## src/rtl/adder_test_pkg.sv

```systemverilog
// Shared constants for the adder launch/capture harness: FSM encodings and LFSR definition.
package adder_test_pkg;

    localparam int unsigned LFSR_W  = 16;
    localparam int unsigned STATE_W = 3;

    localparam logic [STATE_W-1:0] ST_IDLE    = 3'd0;
    localparam logic [STATE_W-1:0] ST_LAUNCH  = 3'd1;
    localparam logic [STATE_W-1:0] ST_SETTLE  = 3'd2;
    localparam logic [STATE_W-1:0] ST_CAPTURE = 3'd3;
    localparam logic [STATE_W-1:0] ST_CHECK   = 3'd4;
    localparam logic [STATE_W-1:0] ST_DONE    = 3'd5;

    localparam logic [LFSR_W-1:0] LFSR_SEED = 16'hACE1;
    // Feedback taps of x^16+x^14+x^13+x^11+1 in right-shifting Fibonacci form
    localparam logic [LFSR_W-1:0] LFSR_TAPS = 16'h002D;

    // One Fibonacci step: feedback bit enters at the MSB
    function automatic logic [LFSR_W-1:0] lfsr_next(input logic [LFSR_W-1:0] s);
        return {^(s & LFSR_TAPS), s[LFSR_W-1:1]};
    endfunction

endpackage

```

## src/rtl/adder_lfsr.sv

```systemverilog
// 16-bit Fibonacci LFSR operand source with synchronous reseed and advance controls.
module adder_lfsr
    import adder_test_pkg::*;
(
    input  logic              clk,
    input  logic              reset,
    input  logic              load_seed,
    input  logic              advance,
    output logic [LFSR_W-1:0] value
);

    // Reseed takes priority; reseed together with advance yields the seed's successor
    always_ff @(posedge clk or posedge reset) begin
        if (reset) begin
            value <= LFSR_SEED;
        end else if (load_seed) begin
            value <= advance ? lfsr_next(LFSR_SEED) : LFSR_SEED;
        end else if (advance) begin
            value <= lfsr_next(value);
        end
    end

endmodule

```

## src/rtl/adder_launch_capture.sv

```systemverilog
// Launch/capture harness: drives registered operands into the adder, samples its sum after a
// programmable settle time and keeps saturating pass/fail statistics.
module adder_launch_capture
    import adder_test_pkg::*;
#(
    parameter int unsigned WIDTH    = 8,
    parameter int unsigned SETTLE_W = 4,
    parameter int unsigned COUNT_W  = 16
) (
    input  logic                clk,
    input  logic                reset,
    input  logic                start,
    input  logic [COUNT_W-1:0]  run_count,
    input  logic                use_lfsr,
    input  logic [WIDTH-1:0]    a_fixed,
    input  logic [WIDTH-1:0]    b_fixed,
    input  logic [SETTLE_W-1:0] settle_cycles,
    output logic [WIDTH-1:0]    a_to_adder,
    output logic [WIDTH-1:0]    b_to_adder,
    input  logic [WIDTH-1:0]    sum_from_adder,
    output logic                busy,
    output logic                done,
    output logic [COUNT_W-1:0]  pass_count,
    output logic [COUNT_W-1:0]  fail_count,
    output logic [WIDTH-1:0]    last_fail_sum
);

    // The LFSR supplies both operands, so it must be exactly twice the operand width
    if (WIDTH != 8) begin : g_bad_width
        $error("adder_launch_capture: only WIDTH=8 is supported");
    end

    logic [STATE_W-1:0]  state, state_nxt;
    logic [COUNT_W-1:0]  run_q;
    logic                use_lfsr_q;
    logic [WIDTH-1:0]    a_fix_q, b_fix_q;
    logic [SETTLE_W-1:0] settle_q, settle_left;
    logic [COUNT_W-1:0]  vec_cnt;
    logic [WIDTH-1:0]    cap_sum, cap_exp;
    logic [LFSR_W-1:0]   lfsr_val;

    logic                start_ok_c, more_c, load_ops_c, lfsr_mode_c, match_c;
    logic [COUNT_W:0]    vec_inc_c;
    logic [WIDTH-1:0]    a_src_c, b_src_c;

    assign start_ok_c  = (state == ST_IDLE) && start;
    assign vec_inc_c   = {1'b0, vec_cnt} + (COUNT_W+1)'(1);
    assign more_c      = vec_inc_c < {1'b0, run_q};
    // Operands load on every entry into LAUNCH, so the settle window starts with the launch cycle
    assign load_ops_c  = (start_ok_c && (run_count != '0)) || ((state == ST_CHECK) && more_c);
    assign lfsr_mode_c = start_ok_c ? use_lfsr : use_lfsr_q;
    assign match_c     = (cap_sum == cap_exp);

    // Operand source: live config on the accepting edge, latched config afterwards
    always_comb begin
        a_src_c = a_fix_q;
        b_src_c = b_fix_q;
        if (start_ok_c) begin
            a_src_c = use_lfsr ? LFSR_SEED[2*WIDTH-1:WIDTH] : a_fixed;
            b_src_c = use_lfsr ? LFSR_SEED[WIDTH-1:0]       : b_fixed;
        end else if (use_lfsr_q) begin
            a_src_c = lfsr_val[2*WIDTH-1:WIDTH];
            b_src_c = lfsr_val[WIDTH-1:0];
        end
    end

    adder_lfsr u_lfsr (
        .clk       (clk),
        .reset     (reset),
        .load_seed (start_ok_c),
        .advance   (load_ops_c && lfsr_mode_c),
        .value     (lfsr_val)
    );

    // Next-state logic
    always_comb begin
        state_nxt = state;
        case (state)
            ST_IDLE:    if (start) state_nxt = (run_count == '0) ? ST_DONE : ST_LAUNCH;
            ST_LAUNCH:  state_nxt = (settle_q == '0) ? ST_CAPTURE : ST_SETTLE;
            ST_SETTLE:  if (settle_left == SETTLE_W'(1)) state_nxt = ST_CAPTURE;
            ST_CAPTURE: state_nxt = ST_CHECK;
            ST_CHECK:   state_nxt = more_c ? ST_LAUNCH : ST_DONE;
            ST_DONE:    state_nxt = ST_IDLE;
            default:    state_nxt = ST_IDLE;
        endcase
    end

    // State register with registered status flags
    always_ff @(posedge clk or posedge reset) begin
        if (reset) begin
            state <= ST_IDLE;
            busy  <= 1'b0;
            done  <= 1'b0;
        end else begin
            state <= state_nxt;
            busy  <= (state_nxt != ST_IDLE);
            done  <= (state_nxt == ST_DONE);
        end
    end

    // Run configuration, captured only when a start is accepted
    always_ff @(posedge clk or posedge reset) begin
        if (reset) begin
            run_q      <= '0;
            use_lfsr_q <= 1'b0;
            a_fix_q    <= '0;
            b_fix_q    <= '0;
            settle_q   <= '0;
        end else if (start_ok_c) begin
            run_q      <= run_count;
            use_lfsr_q <= use_lfsr;
            a_fix_q    <= a_fixed;
            b_fix_q    <= b_fixed;
            settle_q   <= settle_cycles;
        end
    end

    // Operand launch registers
    always_ff @(posedge clk or posedge reset) begin
        if (reset) begin
            a_to_adder <= '0;
            b_to_adder <= '0;
        end else if (load_ops_c) begin
            a_to_adder <= a_src_c;
            b_to_adder <= b_src_c;
        end
    end

    // Settle countdown, reloaded in every LAUNCH cycle
    always_ff @(posedge clk or posedge reset) begin
        if (reset) begin
            settle_left <= '0;
        end else if (state == ST_LAUNCH) begin
            settle_left <= settle_q;
        end else if (state == ST_SETTLE) begin
            settle_left <= settle_left - SETTLE_W'(1);
        end
    end

    // Capture of the adder result and the reference sum (carry out dropped)
    always_ff @(posedge clk or posedge reset) begin
        if (reset) begin
            cap_sum <= '0;
            cap_exp <= '0;
        end else if (state == ST_CAPTURE) begin
            cap_sum <= sum_from_adder;
            cap_exp <= a_to_adder + b_to_adder;
        end
    end

    // Result bookkeeping: cleared on accepted start, updated once per vector in CHECK
    always_ff @(posedge clk or posedge reset) begin
        if (reset) begin
            pass_count    <= '0;
            fail_count    <= '0;
            last_fail_sum <= '0;
            vec_cnt       <= '0;
        end else if (start_ok_c) begin
            pass_count    <= '0;
            fail_count    <= '0;
            last_fail_sum <= '0;
            vec_cnt       <= '0;
        end else if (state == ST_CHECK) begin
            vec_cnt <= vec_inc_c[COUNT_W-1:0];
            if (match_c) begin
                if (pass_count != '1) pass_count <= pass_count + COUNT_W'(1);
            end else begin
                if (fail_count != '1) fail_count <= fail_count + COUNT_W'(1);
                last_fail_sum <= cap_sum;
            end
        end
    end

endmodule
```

## config.mk

```make
export PLATFORM = sky130hd
export DESIGN_NAME = adder_launch_capture
export DESIGN_NICKNAME = d
export VERILOG_FILES = /design/src/rtl/adder_test_pkg.sv /design/src/rtl/adder_lfsr.sv /design/src/rtl/adder_launch_capture.sv
export SDC_FILE = /design/constraint.sdc
export NUM_CORES = 1
export LEC_CHECK = 0
export CAP_MARGIN = 5
export CORE_MARGIN = 2
export CORE_UTILIZATION = 52
export CTS_BUF_LIST = sky130_fd_sc_hd__clkbuf_8
export CTS_CLUSTER_SIZE = 16
export DETAILED_ROUTE_END_ITERATION = 16
export GPL_TIMING_DRIVEN = 0
export PLACE_DENSITY_LB_ADDON = 0.08
export SYNTH_ARGS = -nofsm -noshare
export SYNTH_HDL_FRONTEND = slang
export SYNTH_SLANG_ARGS = --single-unit
```

## constraint.sdc

```tcl
create_clock -name clk -period 4.36 [get_ports clk]
set_input_delay 0.436 -clock clk [delete_from_list [all_inputs] [get_ports clk]]
set_output_delay 0.436 -clock clk [all_outputs]
set_load 0.02 [all_outputs]
```

# After elaboration in Yosys (flattened, before gate mapping)
# Index checks and enable logic that the tools add are counted.
[totals]
ff_bits = 150
in_bits = 48
output_inout_bits = 58
elab_cells = 85
[classes]
addsub = 5
n_lt_le_gt_ge = 1
eq_ne = 10
mux = 31
reduce_logical = 20
[op_table]
columns = ["operator", "count"]
rows = [
  ["$mux 16", 13],
  ["$mux 8", 9],
  ["$add 16x1->16 const B", 2],
  ["$ne 16x16->1 const B", 2],
  ["$add 16x1->17 const B", 1],
  ["$lt 17x16->1", 1],
  ["$logic_not 16->1", 1],
  ["$reduce_bool 16->1", 1],
  ["$reduce_xor 16->1", 1],
  ["$pmux 3 s5", 1],
  ["$mux 3", 4],
  ["$reduce_bool 2->1", 6],
  ["$add 8x8->8", 1],
  ["$eq 8x8->1", 1],
  ["$mux 4", 2],
  ["$eq 3x2->1 const B", 2],
  ["$eq 3x3->1 const B", 2],
  ["$reduce_and 3->1", 2],
  ["$eq 4x1->1 const B", 1],
  ["$logic_and 1x1->1", 4],
  ["$logic_not 4->1", 1],
  ["$sub 4x1->4 const B", 1],
  ["$eq 3x1->1 const B", 1],
  ["$logic_not 3->1", 1],
  ["other kinds (5)", 6],
]

# Depth between registers and ports, before layout
# Gate-level depths: netlist of the first run.
[logic_depth]
ltp_word = 7
mapped_depth = 15
depth_no_buf = 14

# By module
# A second synthesis of the first run with hierarchy kept.
[unflattened]
hier_cells = 826
area_unflattened_um2 = 7823.8
[by_module_without_submodules]
columns = ["module", "n_inst", "cells_each", "area_per_inst_um2", "seq_area_each_um2"]
rows = [
  ["adder_launch_capture", 1, 760, 7103.1, 3353.2],
  ["adder_lfsr", 1, 66, 720.7, 410.4],
]

# Least setup slack after synthesis of the first run
# OpenSTA, ideal clock, no wires.
[synth_path]
kind = "reg-to-reg"
start = "register vec_cnt[0]"
end = "register b_to_adder[1]"
setup_ps = 76
t_arrival_ps = 3202
t_required_ps = 4284
path_slack_ps = 1081
stages_incl_launch_ff = 16
period_less_slack_ps = 3279
cell_sequence = "dfrtp_1 ha_1 nand3_1 nor2_1 nand3_1 nor2_1 nand3_1 xnor2_1 ha_1 nand3_1 nor4_1 a32oi_4 a31oi_4 buf_4 nand2_1 o21ai_1"
[synth_between]
elab_chain_cells = 4
[synth_lines]
columns = ["element", "line", "text"]
rows = [
  ["start, declared", "adder_launch_capture.sv:38", "logic [COUNT_W-1:0] vec_cnt;"],
  ["start signal, assigned", "adder_launch_capture.sv:165", "vec_cnt <= vec_inc_c[COUNT_W-1:0];"],
  ["$add 16x1->17", "adder_launch_capture.sv:47", "assign vec_inc_c = {1'b0, vec_cnt} + (COUNT_W+1)'(1);"],
  ["$lt 17x16->1", "adder_launch_capture.sv:48", "assign more_c = vec_inc_c < {1'b0, run_q};"],
  ["$logic_and 1x1->1", "adder_launch_capture.sv:50", "assign load_ops_c = (start_ok_c && (run_count != '0)) || ((state == ST_CHECK) && more_c);"],
  ["$logic_or 1x1->1", "adder_launch_capture.sv:50", ""],
  ["end signal, assigned", "adder_launch_capture.sv:126", "b_to_adder <= b_src_c;"],
  ["end, declared", "adder_launch_capture.sv:19", "output logic [WIDTH-1:0] b_to_adder,"],
]
# Every way passes these cells.
# A chain may end at the register's enable or synchronous reset.

# Final worst setup path of the first run
[layout_path]
start = "register vec_cnt[0]"
end = "register u_lfsr.value[7]"
[layout_between]
elab_chain_cells = 7
[layout_lines]
columns = ["element", "line", "text"]
rows = [
  ["$add 16x1->17 (*)", "adder_launch_capture.sv:47", ""],
  ["$lt 17x16->1 (*)", "adder_launch_capture.sv:48", ""],
  ["$logic_and 1x1->1 (*)", "adder_launch_capture.sv:50", ""],
  ["$logic_or 1x1->1 (*)", "adder_launch_capture.sv:50", ""],
  ["$logic_and 1x1->1 (*)", "adder_launch_capture.sv:71", ".advance (load_ops_c && lfsr_mode_c),"],
  ["$mux 16", "adder_lfsr.sv:17", "value <= advance ? lfsr_next(LFSR_SEED) : LFSR_SEED;"],
  ["$mux 16", "adder_lfsr.sv:16", "end else if (load_seed) begin"],
  ["end signal, assigned", "adder_lfsr.sv:17", ""],
  ["end signal, assigned", "adder_lfsr.sv:19", "value <= lfsr_next(value);"],
  ["end, declared", "adder_lfsr.sv:9", "output logic [LFSR_W-1:0] value"],
]
# Mark *: on every way between the ends. The rest lies on a longest branch, timed or not.

==> impl_results.md, run 1 <==
* Result of the run: finished, final reports clean
* Wirelength per Cell at approximately 16 microns
* Antenna violations before repair at 0
* Yosys synthesis warning count at 0
* Clk_skew at between 0.01 and 0.015 ns
* Number of buffers added for setup after CTS at 0
* Clock buffers created by TritonCTS at 17
* Setup Crit Path Kind: reg -> reg
* Setup slack after layout at roughly 0.37 ns
* Routability cong. at approximately 0.86
* Unrepaired setup endpoints after global routing: no
* Most common flop cell mapped by yosys: sky130_fd_sc_hd__dfrtp_1
* Top Usage Layer GRT: met2
* Type of the most critical hold path: in -> async
* GR Layer Usage met1 at 34.2%
* Worst-case headroom to the max-slew limit at between 40% and 50%
* Post-layout instance area at ~10000 sq um
* Cell at the root of the clock tree: sky130_fd_sc_hd__clkbuf_8
* H-tree depth at 4
* Count of instances resized after the clock tree is built at 0
* Vias post-DR at around 6,400
* Number of placement rows at between 40 and 50
* Leakage dissipation at between 4 and 5 nW
* Number of standard cells in the final layout excluding fillers at between 1,000 and 1,500
* Kind of capture point of the worst setup path: register
* Die area at about 16,000 sq um
* Net count of the mapped netlist at between 900 and 1,000
* Initial core utilization at approximately 53%
* Top Family by Delay on Critical Path: simple AND/OR/NAND/NOR gates
* Top fanout value on the critical path at 7
* Data arrival at the endpoint of the critical path at roughly 4.4 ns
* Startpoint of the lowest-slack register-to-register path: vec_cnt[0]
* Detailed-route DRC error count at 0
* GR Layer Usage met3 at 4.72%
* Maximum number of pins on one net before global-route repair at 43
* Final global-route overflow total at 0
* Most repeated library cell on the critical path: sky130_fd_sc_hd__nand3_1
* Clock transition at the register clock pins on the worst setup and hold paths after CTS at around 0.09 ns
* Crit path cell chain: ha_1 > nand3_1 > nor2_1 > nand3_1 > nor2_1 > nand3_1 > xnor2_1 > ha_1 > a21o_1 > a21o_1 > a211oi_2 > a31oi_4 > nor2b_2 > o22ai_1
* Mean post-synth cell area at between 9 and 10 sq um
* Number of port buffers at about 100
* Final critical path time including I/O delays and setup at between 3 and 4 ns
* Cell area after placement at about 9300 sq um
* Area added between synthesis and finish at 22.1%
* Die width at 128 microns
* Via count of the first global-routing pass at between 6,000 and 7,000
* Via count normalized by instance count at 5.44
* Synthesized instance count at ~860
* Share of the cycle needed by the critical path after routing at between 90% and 100%
* Setup TNS Final at 0 ns
* Number of diodes at 0
* Clock Path Buffers at 2
* Clock insertion delay at the later pin of the skew report at between 0.4 and 0.5 ns
* Detailed placement HPWL at around 14 mm
* Max-capacitance violation count at 0
* Post-synth ARST share at 100%
* Top-Level Pins at 106
* Slew of the pin with the lowest slew margin at 0.817 ns
* Pins Over Slew Limit at 0
* Total track usage at between 20% and 30%
* Worst setup timing slack at the placement stage at 0.442 ns
* Number of synthesized register bits at 150
* Endpoints failing setup at 0
* WP data required at between 4 and 5 ns
* Unique cell type count in the Yosys netlist at 65
* Count of endpoints failing hold in the final timing report at 0
* Maximum clock frequency at ~250 MHz
* Detailed-route wire length at between 15 and 20 mm
* Net count, final at around 1,100
* Detail Route Antenna Nets at 0
* Reg-to-reg setup timing slack at ~0.37 ns
* Synth Cell Area at between 7000 and 8000 sq um
* Global-route wire length before repair at roughly 31 mm
* Global-route track usage on met2 at between 30% and 40%
* Fraction of layout cells with a size suffix above 1 at 9.75%
* EDFF count, synth at 0
* Number of sinks handled by clock tree synthesis at 150
* Starting DRC count in detailed routing at around 440
* Terminus of the critical flop-to-flop path: u_lfsr.value[7]
* Worst supply voltage drop on vdd at just under 0.3 mV
* Clock tree from TritonCTS: built
* Core Area at ~15,000 sq um
* Hold Buf Count CTS at 0
* R2R depth at 14
* Crit start category: register
* Power density over the cells at 594 nW/um^2
* Total buffers and inverters traversed by the critical path at 0
* Chip Height at between 100 and 150 microns
* Peak per-stage delay on the critical path at 0.54 ns
* Placed Instances at around 1,200
* Worst-path cell with the longest stage delay: sky130_fd_sc_hd__a211oi_2
* DRT Pass-1 Iters at 5
* Fraction of the yosys area taken by sequential cells at a little under half
[power by group]
| group | leakage [nW] | switching, mW | internal [mW] |
|---|---|---|---|
| Sequential | 1.93 | 0.329 | 1.85 |
| Combinational | 2.13 | 1.43 | 1.03 |
| Clock | 0.203 | 0.542 | 0.592 |
| Total | 4.26 | 2.30 | 3.47 |
[flip-flops by register name, summed over array words and instances (netlist names), 8 cells and up]
name	flops
cap_sum	8
run_q	16
b_to_adder	8
last_fail_sum	8
u_lfsr.value	16
fail_count	16
cap_exp	8
a_fix_q	8
vec_cnt	16
b_fix_q	8
a_to_adder	8
pass_count	16
[worst reg2reg max path, delay by kind of cell (launching register included)]
kind | cells | cell delay [ns]
and+or+nand+nor | 6 | 1.45
AOI/OAI and AO/OA | 5 | 1.31
adders and majority gates | 2 | 0.51
DFF | 1 | 0.45
xor gates and xnor gates | 1 | 0.22
[how the worst max path moves through the flow]
stage                       to  cells after the start        from  slack (ns)
2_1_floorplan    b_to_adder[1]                     15  vec_cnt[0]        1.08
3_3_place_gp   u_lfsr.value[7]                     14  vec_cnt[0]        0.48
3_5_place_dp   u_lfsr.value[7]                     14  vec_cnt[0]        0.44
4_1_cts        u_lfsr.value[7]                     14  vec_cnt[0]        0.42
5_1_grt        u_lfsr.value[7]                     14  vec_cnt[0]        0.07
6_report       u_lfsr.value[7]                     14  vec_cnt[0]        0.37
[synth_stat cells (all sizes together), types with 4 or more instances]
library cell	number	area, sq um
ha	27	338
nand2	161	604
a22o	5	43.8
mux2	18	206
nor2b	5	33.8
dfstp	8	210
mux2i	13	130
clkbuf	25	93.8
a21oi	43	215
nand3	28	145
o31ai	12	90.1
o21ai	63	315
dfrtp	142	3550
inv	38	143
nor4	18	161
a21o	4	30.0
nor3	13	81.3
buf	18	109
o22ai	10	62.6
and3	7	43.8
xor2	22	193
nor2	74	280
nand4	18	128
nor3b	13	97.6
a31oi	5	58.8
xnor2	33	289
nand2b	5	38.8
[per-layer routing]
metal,part of all wire [%],up-vias
met5,0,-
met2,47,150
li1,-,3197
met1,47,3074
met4,1.4,0
met3,4.5,20
[logic make-up (layout without fill, tap and decap cells)]
family | after synthesis | after routing | share of synthesized area [%]
AOI/OAI and AO/OA | 156 | 156 | 12.1
DFF | 150 | 150 | 47.3
buffers and inverters | 81 | 220 | 4.34
xor gates and xnor gates | 55 | 55 | 6.05
and+or+nand+nor | 355 | 355 | 21.5
adders and majority gates | 28 | 28 | 4.49
muxes | 31 | 31 | 4.23
[metrics by stage]
stage | hold WS [ns] | total power [mW] | util (%)
2_1_floorplan | 0.442 | 3.86 | -
5_1_grt | 0.487 | 6.18 | 64.4
3_3_place_gp | 0.454 | 4.60 | 61.2
3_5_place_dp | 0.461 | 4.67 | 61.6
6_report | 0.470 | 5.78 | 64.4
4_1_cts | 0.477 | 5.80 | 64.4
[cell usage in the layout, fill, tap and decap left out, types with 5 or more instances in the layout]
cell type | synthesis | layout
sky130_fd_sc_hd__nand4_1 | 17 | 17
sky130_fd_sc_hd__xor2_1 | 22 | 22
sky130_fd_sc_hd__xnor2_1 | 33 | 33
sky130_fd_sc_hd__mux2i_1 | 13 | 13
sky130_fd_sc_hd__buf_2 | 9 | 9
sky130_fd_sc_hd__a22o_1 | 5 | 5
sky130_fd_sc_hd__nor3b_1 | 13 | 13
sky130_fd_sc_hd__nor2_1 | 73 | 73
sky130_fd_sc_hd__clkbuf_8 | 0 | 19
sky130_fd_sc_hd__nand3_1 | 27 | 27
sky130_fd_sc_hd__o21ai_1 | 18 | 18
sky130_fd_sc_hd__nand2_1 | 161 | 161
sky130_fd_sc_hd__o22ai_1 | 10 | 10
sky130_fd_sc_hd__and3_1 | 7 | 7
sky130_fd_sc_hd__nor4_1 | 13 | 13
sky130_fd_sc_hd__a21oi_1 | 43 | 43
sky130_fd_sc_hd__dfrtp_1 | 142 | 142
sky130_fd_sc_hd__inv_1 | 37 | 38
sky130_fd_sc_hd__clkinvlp_4 | 0 | 6
sky130_fd_sc_hd__o31ai_1 | 12 | 12
sky130_fd_sc_hd__clkbuf_1 | 25 | 25
sky130_fd_sc_hd__clkdlybuf4s50_1 | 0 | 104
sky130_fd_sc_hd__ha_1 | 27 | 27
sky130_fd_sc_hd__nor3_1 | 11 | 11
sky130_fd_sc_hd__o21ai_0 | 45 | 45
sky130_fd_sc_hd__mux2_2 | 17 | 17
sky130_fd_sc_hd__dfstp_2 | 8 | 8
[layout make-up]
| class | instances | area [sq um] |
|---|---|---|
| clock inverters | 13 | 158 |
| clock buffers | 19 | 262 |
| inverters | 38 | 146 |
| fillers | 1275 | 5370 |
| repair buffers | 107 | 1100 |
| multi-input cells | 625 | 3850 |
| flip-flops and latches | 150 | 3760 |
| plain buffers | 43 | 203 |
| well taps | 188 | 235 |
No activity file was read; power rests on OpenSTA's default activity.
==> inputs of run 2 (changes only) <==
Settings changed: CTS_CLUSTER_DIAMETER from default to 200, GPL_TIMING_DRIVEN 0 to default.
==> impl_results.md, run 2 (same netlist as run 1, synthesis figures left out) <==
* Result of the run: finished, final reports clean
* Fraction of layout cells with a size suffix above 1 at 9.41% (-0.33 points)
* Pins Over Slew Limit at 0 (unchanged)
* Data arrival at the endpoint of the critical path at 4.12 ns (-0.24 ns)
* Wirelength per Cell at 15.6 microns (-3.7%)
* Count of endpoints failing hold in the final timing report at 0 (unchanged)
* Total track usage at 22.7% (-1.6 points)
* Number of buffers added for setup after CTS at 0 (unchanged)
* Top fanout value on the critical path at 32 (+25)
* Final design utilization at 63.1% (-1.3 points)
* Setup TNS Final at 0 ns (unchanged)
* Kind of capture point of the worst setup path: register
* Most common library cell in the layout ignoring fill and taps: sky130_fd_sc_hd__nand2_1
* Hold_sp: a_fix_q[5]
* Die width at 128 microns (unchanged)
* Unrepaired setup endpoints after global routing: no
* Max-capacitance violation count at 0 (unchanged)
* Via count of the first global-routing pass at 6,121 (+1.6%)
* Maximum clock frequency at 263 MHz (+5.1%)
* Crit start category: register
* Cell at the root of the clock tree: sky130_fd_sc_hd__clkbuf_8
* WP data required at 4.69 ns (-0.04 ns)
* Setup Crit Path Kind: reg -> reg
* Clock transition at the register clock pins on the worst setup and hold paths after CTS at 0.08 ns (about the same)
* Initial core utilization at 52.8% (unchanged)
* Hold Buf Count CTS at 0 (unchanged)
* Clock buffers created by TritonCTS at 17 (unchanged)
* Chip Height at 128 microns (unchanged)
* Terminus of the critical flop-to-flop path: a_to_adder[3]
* Startpoint of the lowest-slack register-to-register path: vec_cnt[0]
* Core Area at 15,100 sq um (unchanged)
* Global-route wire length before repair at 29.7 mm (-4.4%)
* DRT Pass-1 Iters at 4 (-1)
* Count of instances resized after the clock tree is built at 0 (unchanged)
* Clock tree from TritonCTS: built
* Detailed-route wire length at 17.8 mm (-6.8%)
* Endpoints failing setup at 0 (unchanged)
* Detailed placement HPWL at 12.4 mm (-13%)
* Clock insertion delay at the later pin of the skew report at 0.45 ns (about the same)
* R2R depth at 14 (unchanged)
* Final global-route overflow total at 0 (unchanged)
* Share of the cycle needed by the critical path after routing at 87.1% (-4.4 points)
* Routability cong. at 0.857 (about the same)
* Type of the most critical hold path: reg -> reg
* Leakage dissipation at 4.17 nW (-1.9%)
* Detailed-route DRC error count at 0 (unchanged)
* Vias post-DR at 6,284 (-2.4%)
* Starting DRC count in detailed routing at 376 (-15%)
* CP startpoint: vec_cnt[0]
* Detail Route Antenna Nets at 0 (unchanged)
* CP endpoint: a_to_adder[3]
* Via count normalized by instance count at 5.49 (+0.89%)
* Final critical path time including I/O delays and setup at 3.80 ns (-0.193 ns)
* Top-Level Pins at 106 (unchanged)
* Area added between synthesis and finish at 19.6%
* Power density over the cells at 591 nW/um^2 (-0.52%)
* Slew of the pin with the lowest slew margin at 1.03 ns (+0.218 ns)
* Fill cell total of the finished layout at 1,246 (-2.3%)
* Maximum number of pins on one net before global-route repair at 151 (+250%)
* Number of diodes at 0 (unchanged)
* Number of sinks handled by clock tree synthesis at 150 (unchanged)
* Clk_skew at 0.0107 ns (-0.00133 ns)
* Clock Path Buffers at 2 (unchanged)
* Reg-to-reg setup timing slack at 0.56 ns (+0.19 ns)
* H-tree depth at 4 (unchanged)
* Antenna violations before repair at 0 (unchanged)
* Leading cell types in the layout, fill and taps excluded: sky130_fd_sc_hd__nand2_1, sky130_fd_sc_hd__dfrtp_1, sky130_fd_sc_hd__clkdlybuf4s50_1, sky130_fd_sc_hd__nor2_1, sky130_fd_sc_hd__o21ai_0
* Number of port buffers at 105 (+0.96%)
* Worst-case headroom to the max-slew limit at 31.0% (-14 points)
* Worst supply voltage drop on vdd at 0.266 mV (-10%)
* Net count, final at 1,019 (-3.7%)
* Number of placement rows at 45 (unchanged)
* Die area at 16,300 sq um (unchanged)
## run 2: cell types whose count changed in the layout (fill, tap and decap cells not counted), sizes merged
cell	previous run	this run
clkbuf	44	21
buf	21	6
clkinv	3	6
clkinvlp	6	3
bufinv	3	2
clkdlybuf4s50	104	105
inv	39	38
## run 2: worst max-delay path, stage by stage, from the launching register on
cell and delay, ns:
sky130_fd_sc_hd__dfrtp_1 0.43, sky130_fd_sc_hd__ha_1 0.21, sky130_fd_sc_hd__nand3_1 0.22, sky130_fd_sc_hd__nor2_1 0.31
sky130_fd_sc_hd__nand3_1 0.21, sky130_fd_sc_hd__nor2_1 0.17, sky130_fd_sc_hd__nand3_1 0.13, sky130_fd_sc_hd__xnor2_1 0.16
sky130_fd_sc_hd__ha_1 0.32, sky130_fd_sc_hd__nand3_1 0.10, sky130_fd_sc_hd__nor4_1 0.51, sky130_fd_sc_hd__a32oi_4 0.21
sky130_fd_sc_hd__a31oi_4 0.25, sky130_fd_sc_hd__buf_4 0.31, sky130_fd_sc_hd__o21ai_0 0.13
## run 2: stage by stage
step | hold WS, ns | power [mW] | worst slack [ns] | std cells | instance area [sq um]
2_1_floorplan | 0.442 | 3.86 | 1.08 | 856 | 7970
3_3_place_gp | 0.454 | 4.46 | 0.792 | 1112 | 9110
3_5_place_dp | 0.465 | 4.56 | 0.598 | 1112 | 9110
4_1_cts | 0.485 | 5.67 | 0.578 | 1144 | 9520
5_1_grt | 0.498 | 6.04 | 0.125 | 1144 | 9520
6_report | 0.484 | 5.63 | 0.563 | 1144 | 9520
## run 2: layer usage
metal	share of wire, %	vias to the layer above	wire length [microns]	GRT usage (%)
li1	-	3119	-	-
met5	0	-	0	0
met3	4.3	29	767	4.67
met4	1.9	0	340	7.76
met1	48	2984	8460	31.6
met2	46	152	8220	35.6
## run 2: layout make-up
type / count / area (sq um) / share of cell area, %
sequential: 150 / 3760 / 39.5
tap: 188 / 235 / 2.47
timing repair buffer: 111 / 1110 / 11.6
clock buffer: 21 / 289 / 3.04
inverter: 38 / 146 / 1.54
multi-input combinational: 625 / 3860 / 40.5
clock inverter: 11 / 121 / 1.27
## run 2: how the worst min path moves through the flow
stage,endpoint,slack [ns],cells past startpoint
2_1_floorplan,a_fix_q[0],0.44,2
3_3_place_gp,a_fix_q[1],0.45,2
3_5_place_dp,b_fix_q[2],0.47,2
4_1_cts,b_fix_q[2],0.49,2
5_1_grt,b_fix_q[2],0.50,2
6_report,a_fix_q[5],0.48,2
## run 2: report_power, final
part,internal [mW],switching [mW],leakage [nW]
clock network,0.569,0.520,0.208
registers,1.85,0.392,1.93
logic,0.978,1.32,2.04
